**src/rtl/posit_resp_buffer.sv**
```systemverilog
// Credit-gated in-order result FIFO between a requester and the posit unit; 1-cycle push-to-resp latency.
// Backpressure: issue stalls at zero credits; unit_ready_o drops only when storage is full; flush drops all state.
module posit_resp_buffer #(
  parameter int Width    = 32,
  parameter int Depth    = 4,
  parameter int TagWidth = 1
) (
  input  logic                      clk_i,
  input  logic                      rst_ni,
  input  logic                      flush_i,
  input  logic                      req_valid_i,
  output logic                      req_ready_o,
  output logic                      unit_in_valid_o,
  input  logic                      unit_in_ready_i,
  input  logic                      unit_valid_i,
  output logic                      unit_ready_o,
  input  logic [Width-1:0]          unit_result_i,
  input  logic [4:0]                unit_status_i,
  input  logic [TagWidth-1:0]       unit_tag_i,
  output logic                      resp_valid_o,
  input  logic                      resp_ready_i,
  output logic [Width-1:0]          resp_result_o,
  output logic [4:0]                resp_status_o,
  output logic [TagWidth-1:0]       resp_tag_o,
  output logic [$clog2(Depth):0]    credits_o,
  output logic                      busy_o,
  output logic                      overflow_o
);

  localparam int PtrW = $clog2(Depth);
  localparam int CntW = PtrW + 1;
  localparam logic [CntW-1:0] DepthC = CntW'(Depth);
  localparam logic [CntW-1:0] CntOne = CntW'(1);
  localparam logic [PtrW-1:0] PtrOne = PtrW'(1);

  typedef struct packed {
    logic [Width-1:0]    result;
    logic [4:0]          status;
    logic [TagWidth-1:0] tag;
  } entry_t;

  entry_t          mem [Depth];
  entry_t          head;
  logic [PtrW-1:0] wr_ptr;
  logic [PtrW-1:0] rd_ptr;
  logic [CntW-1:0] count;
  logic [CntW-1:0] outstanding;
  logic [CntW-1:0] credits;
  logic            has_credit;
  logic            issue;
  logic            result_hs;
  logic            push;
  logic            pop;

  // Every issued op reserves a slot until its result is popped.
  assign credits    = DepthC - count - outstanding;
  assign has_credit = (credits != '0);

  assign unit_in_valid_o = req_valid_i & has_credit & ~flush_i;
  assign req_ready_o     = unit_in_ready_i & has_credit & ~flush_i;
  assign issue           = unit_in_valid_o & unit_in_ready_i;

  assign unit_ready_o = (count != DepthC);
  assign result_hs    = unit_valid_i & unit_ready_o;
  assign push         = result_hs & ~flush_i;
  assign pop          = resp_valid_o & resp_ready_i & ~flush_i;

  always_ff @(posedge clk_i or negedge rst_ni) begin
    if (!rst_ni) begin
      count <= '0;
    end else if (flush_i) begin
      count <= '0;
    end else if (push && !pop) begin
      count <= count + CntOne;
    end else if (pop && !push) begin
      count <= count - CntOne;
    end
  end

  always_ff @(posedge clk_i or negedge rst_ni) begin
    if (!rst_ni) begin
      outstanding <= '0;
    end else if (flush_i) begin
      outstanding <= '0;
    end else if (issue && !result_hs) begin
      outstanding <= outstanding + CntOne;
    end else if (result_hs && !issue && outstanding != '0) begin
      outstanding <= outstanding - CntOne;
    end
  end

  always_ff @(posedge clk_i or negedge rst_ni) begin
    if (!rst_ni) begin
      wr_ptr <= '0;
      rd_ptr <= '0;
    end else if (flush_i) begin
      wr_ptr <= '0;
      rd_ptr <= '0;
    end else begin
      if (push) wr_ptr <= wr_ptr + PtrOne;
      if (pop)  rd_ptr <= rd_ptr + PtrOne;
    end
  end

  // Storage is cleared on reset so resp_* read as zero before the first push.
  always_ff @(posedge clk_i or negedge rst_ni) begin
    if (!rst_ni) begin
      for (int i = 0; i < Depth; i++) mem[i] <= '0;
    end else if (push) begin
      mem[wr_ptr] <= '{result: unit_result_i, status: unit_status_i, tag: unit_tag_i};
    end
  end

  always_ff @(posedge clk_i or negedge rst_ni) begin
    if (!rst_ni) begin
      overflow_o <= 1'b0;
    end else if (unit_valid_i && count == DepthC && outstanding == '0) begin
      overflow_o <= 1'b1;
    end
  end

  assign head          = mem[rd_ptr];
  assign resp_valid_o  = (count != '0);
  assign resp_result_o = head.result;
  assign resp_status_o = head.status;
  assign resp_tag_o    = head.tag;
  assign credits_o     = credits;
  assign busy_o        = (outstanding != '0) | (count != '0);

endmodule

```
**config.mk**
```make
export PLATFORM = sky130hd
export DESIGN_NAME = posit_resp_buffer
export DESIGN_NICKNAME = d
export VERILOG_FILES = /design/src/rtl/posit_resp_buffer.sv
export SDC_FILE = /design/constraint.sdc
export NUM_CORES = 1
export LEC_CHECK = 0
export CORE_MARGIN = 3
export CORE_UTILIZATION = 45
export CTS_BUF_LIST = sky130_fd_sc_hd__clkbuf_8
export DETAILED_ROUTE_END_ITERATION = 7
export PLACE_DENSITY = 0.69
export SLEW_MARGIN = 20
export SYNTH_ARGS = -nofsm -noshare
export SYNTH_HDL_FRONTEND = slang
export SYNTH_SLANG_ARGS = --single-unit
```
**constraint.sdc**
```tcl
create_clock -name clk_i -period 3.88 [get_ports clk_i]
set_clock_uncertainty 0.1 [all_clocks]
set_input_delay 0.776 -clock clk_i [delete_from_list [all_inputs] [get_ports clk_i]]
set_output_delay 0.776 -clock clk_i [all_outputs]
set_load 0.01 [all_outputs]
```
==> results of run 1 <==
power breakdown:
part	internal, W	switching (W)	leakage (nW)	total (W)
Combinational	0.00221	0.00121	2.00	0.00342
Clock	0.000594	0.000593	0.210	0.00119
Sequential	0.00246	0.000435	2.05	0.00290
synthesized netlist by cell type (2+ instances only):
cell,number
a21oi_1,2
and2_1,3
buf_12,8
buf_2,4
buf_4,4
buf_6,4
clkbuf_1,6
dfrtp_1,163
fa_1,2
ha_1,7
inv_1,8
mux2_2,74
mux2_4,80
mux2i_1,2
mux4_2,38
nand2_4,4
nand3_1,2
nor2_1,13
nor3_1,2
xnor2_1,4
xnor2_2,2
xor2_1,3
how the worst max path moves through the flow:
stage | end | slack, ns | depth (start not counted) | startpoint
2_1_floorplan | outstanding[2] | 0.96 | 12 | count[1]
3_3_place_gp | unit_in_valid_o | 0.73 | 9 | count[1]
3_5_place_dp | unit_in_valid_o | 0.68 | 9 | count[1]
4_1_cts | unit_in_valid_o | 0.16 | 9 | count[1]
5_1_grt | req_ready_o | 0.01 | 9 | count[0]
6_report | unit_in_valid_o | 0.21 | 9 | count[1]
worst register-to-register path, stage by stage, from the launching register on:
cell	delay, ns
dfrtp_1	0.48
ha_1	0.32
inv_1	0.04
ha_1	0.20
xor2_1	0.22
xnor2_2	0.14
nor3_1	0.15
nor2_1	0.08
and4_1	0.20
fa_1	0.37
nor3b_1	0.15
mux2i_1	0.20
mux2_1	0.35
layer usage:
metal | vias to the layer above | track usage, %
li1 | 1841 | -
met1 | 2214 | 23.4
met2 | 85 | 25.4
met3 | 13 | 5.15
met4 | 0 | 3.69
met5 | - | 0
kinds of logic (layout without fill, tap and decap cells):
family / Yosys count / in the layout
xor gates and xnor gates: 9 / 9
muxes: 195 / 195
buffers and inverters: 35 / 137
DFF: 163 / 163
adders and majority gates: 9 / 9
AOI/OAI and AO/OA: 8 / 8
and+or+nand+nor: 34 / 34
cell type report:
cell class                      instances  area, um^2  area share [%]
Timing Repair Buffer                   96         975            10.6
Clock inverter                         13         120            1.30
Clock buffer                           19         262            2.84
Sequential cell                       163        4080            44.3
Tap cell                              220         275            2.99
Inverter                                9        36.3           0.394
Multi-Input combinational cell        255        3460            37.5
metrics by stage:
stage	hold WS, ns	power [W]	instance area, um^2
floorplan	0.374	0.00508	7850
global placement	0.361	0.00627	8820
detailed placement	0.363	0.00638	8820
CTS	0.317	0.00761	9210
global route	0.329	0.00795	9210
finish	0.286	0.00750	9210
registers in the layout, summed over array words and instances (netlist names):
signal       flops
mem            152
count            3
outstanding      3
rd_ptr           2
wr_ptr           2
overflow_o       1
==> results.yml, run 1 <==
outcome:
  status: "finished, final reports clean"
finish:
  fin_cells: 775
  final_common_cell: "dfrtp_1"
  drive_gt1_share_pct: 43.4
  diodes: 0
  mostFrequentLayoutCells: "161 x dfrtp_1, 90 x clkdlybuf4s50_1, 80 x mux2_4"
  nFillCells: 1349
  final_nets: 596
  syn_to_final_growth_pct: 17.3
  final_core_utilization_pct: 54.7
setup_path:
  crit_path_max_fanout: 6
  critPathSlowestCell: "clkdlybuf4s50_1"
  start_kind: "flop"
  crit_buf_inv: 2
  reg2reg_setup_slack_ns: 0.77
  cp_top_family: "buffers and inverters"
  arrival_ns: 2.80
  cpPeakStageDelay_ns: 0.54
  worstReg2RegStart: "count[1]"
  crit_chain: "ha_1 > inv_1 > ha_1 > xor2_1 > xnor2_2 > nor3_1 > nor2_1 > and2_1 > clkdlybuf4s50_1"
  worst_setup_path_end_kind: "output port"
  required_ns: 3.00
  path_class: "reg -> out"
  crit_top_cell: "ha_1"
  reg2reg_to: "outstanding[2]"
  ff2ff_path_depth: 12
grt:
  antenna_found_initial: 0
  first_global_vias: 4657
  grt_use_total_pct: 16.5
  grt.overflow.total: 0
  grt_max_degree: 89
  grt_pass1_wl_um: 25200
route:
  route.detailed.drc: 0
  wl_met2_um: 7180
  drtPass1Iterations: 4
  drt-met1-wl_um: 7070
  top_layer: "met4"
  routed_wl_um: 15100
  drt_iter0_drc: 133
  vias: 4153
  via_per_inst: 5.36
  wire_per_inst_um: 19.4
  ant_nets: 0
  wl_met3_um: 684
logic_synthesis:
  synthXorXnorAreaFrac_pct: 1.20
  synthAdderAreaFrac_pct: 1.63
  synth-edff-count: 0
  syn_inst: 453
  synth.distinct_cells: 40
  seq_area_frac_synth_pct: 52.0
  syn_area_mm2: 0.00785
  avgSynthCellArea_um2: 17.3
  synthFlopType: "dfrtp_1"
  async_reset_ff_share_pct: 100
  synth_top_family_by_area: "multiplexers"
  syn-num-nets: 507
  muxShareOfSynthArea_pct: 37.2
  yosysTopAreaCell: "dfrtp_1"
  synth_warnings: 0
  synth_simple_gate_area_share_pct: 3.01
  synth_top_area_share_pct: 52.0
  synth.ff_latch_count: 163
  synth-compound-area-share_pct: 0.972
  synthTopCellsByArea: "dfrtp_1 52%, mux2_4 15%, mux4_2 11%"
cts:
  path_clk_slew_ns: 0.08
  cts_resized: 0
  tritoncts: "yes"
  clk_path_buf_depth: 2
  clockRootBuffer: "clkbuf_8"
  clock_sinks: 163
  htreeDepth: 4
  clock_latency_ns: 0.44
  cts_buffers: 17
  hold_buffers: 0
  postCtsSetupBuffers: 0
power:
  p_per_area_mw_per_mm2: 815
  leakagePower_nw: 4.26
  vdd_ir_drop_max_v: 0.000778
worst_hold_path:
  hp-class: "in -> async"
placement:
  dp_slack_ns: 0.675
  place_inst: 743
  portBuffers: 91
  dp_hpwl_um: 9220
  place.gp.congestion: 0.798
sta:
  final_max_slew_viol_count: 0
  worst_slack_ns: 0.207
  rsz0062_at_grt: "no"
  timing.slew.headroom_pct: 44.6
  hold_violations: 0
  fin_crit_sh_pct: 94.7
  setup_tns_ns: 0
  fmax_mhz: 272
  setup_violations: 0
  worstMarginPinSlew_ns: 0.831
  period_minus_slack_ns: 3.67
die:
  chipHeight_um: 138
  ios: 92
  coreArea_mm2: 0.0168
  fp-row-count: 47
  die_x_um: 138
  initial_core_util_pct: 46.7
  die_area_mm2: 0.0191
job:
  drv_cap: 0
(Power assumes the default switching activity.)
==> run 2: changes to the inputs <==
--- a/config.mk
+++ b/config.mk
@@ -10,6 +10,7 @@
 export CTS_BUF_LIST = sky130_fd_sc_hd__clkbuf_8
 export DETAILED_ROUTE_END_ITERATION = 7
 export PLACE_DENSITY = 0.69
+export SKIP_CTS_REPAIR_TIMING = 1
 export SLEW_MARGIN = 20
 export SYNTH_ARGS = -nofsm -noshare
 export SYNTH_HDL_FRONTEND = slang
==> results of run 2 <==
Final layout, timing and power as in run 1 (identical DEF).
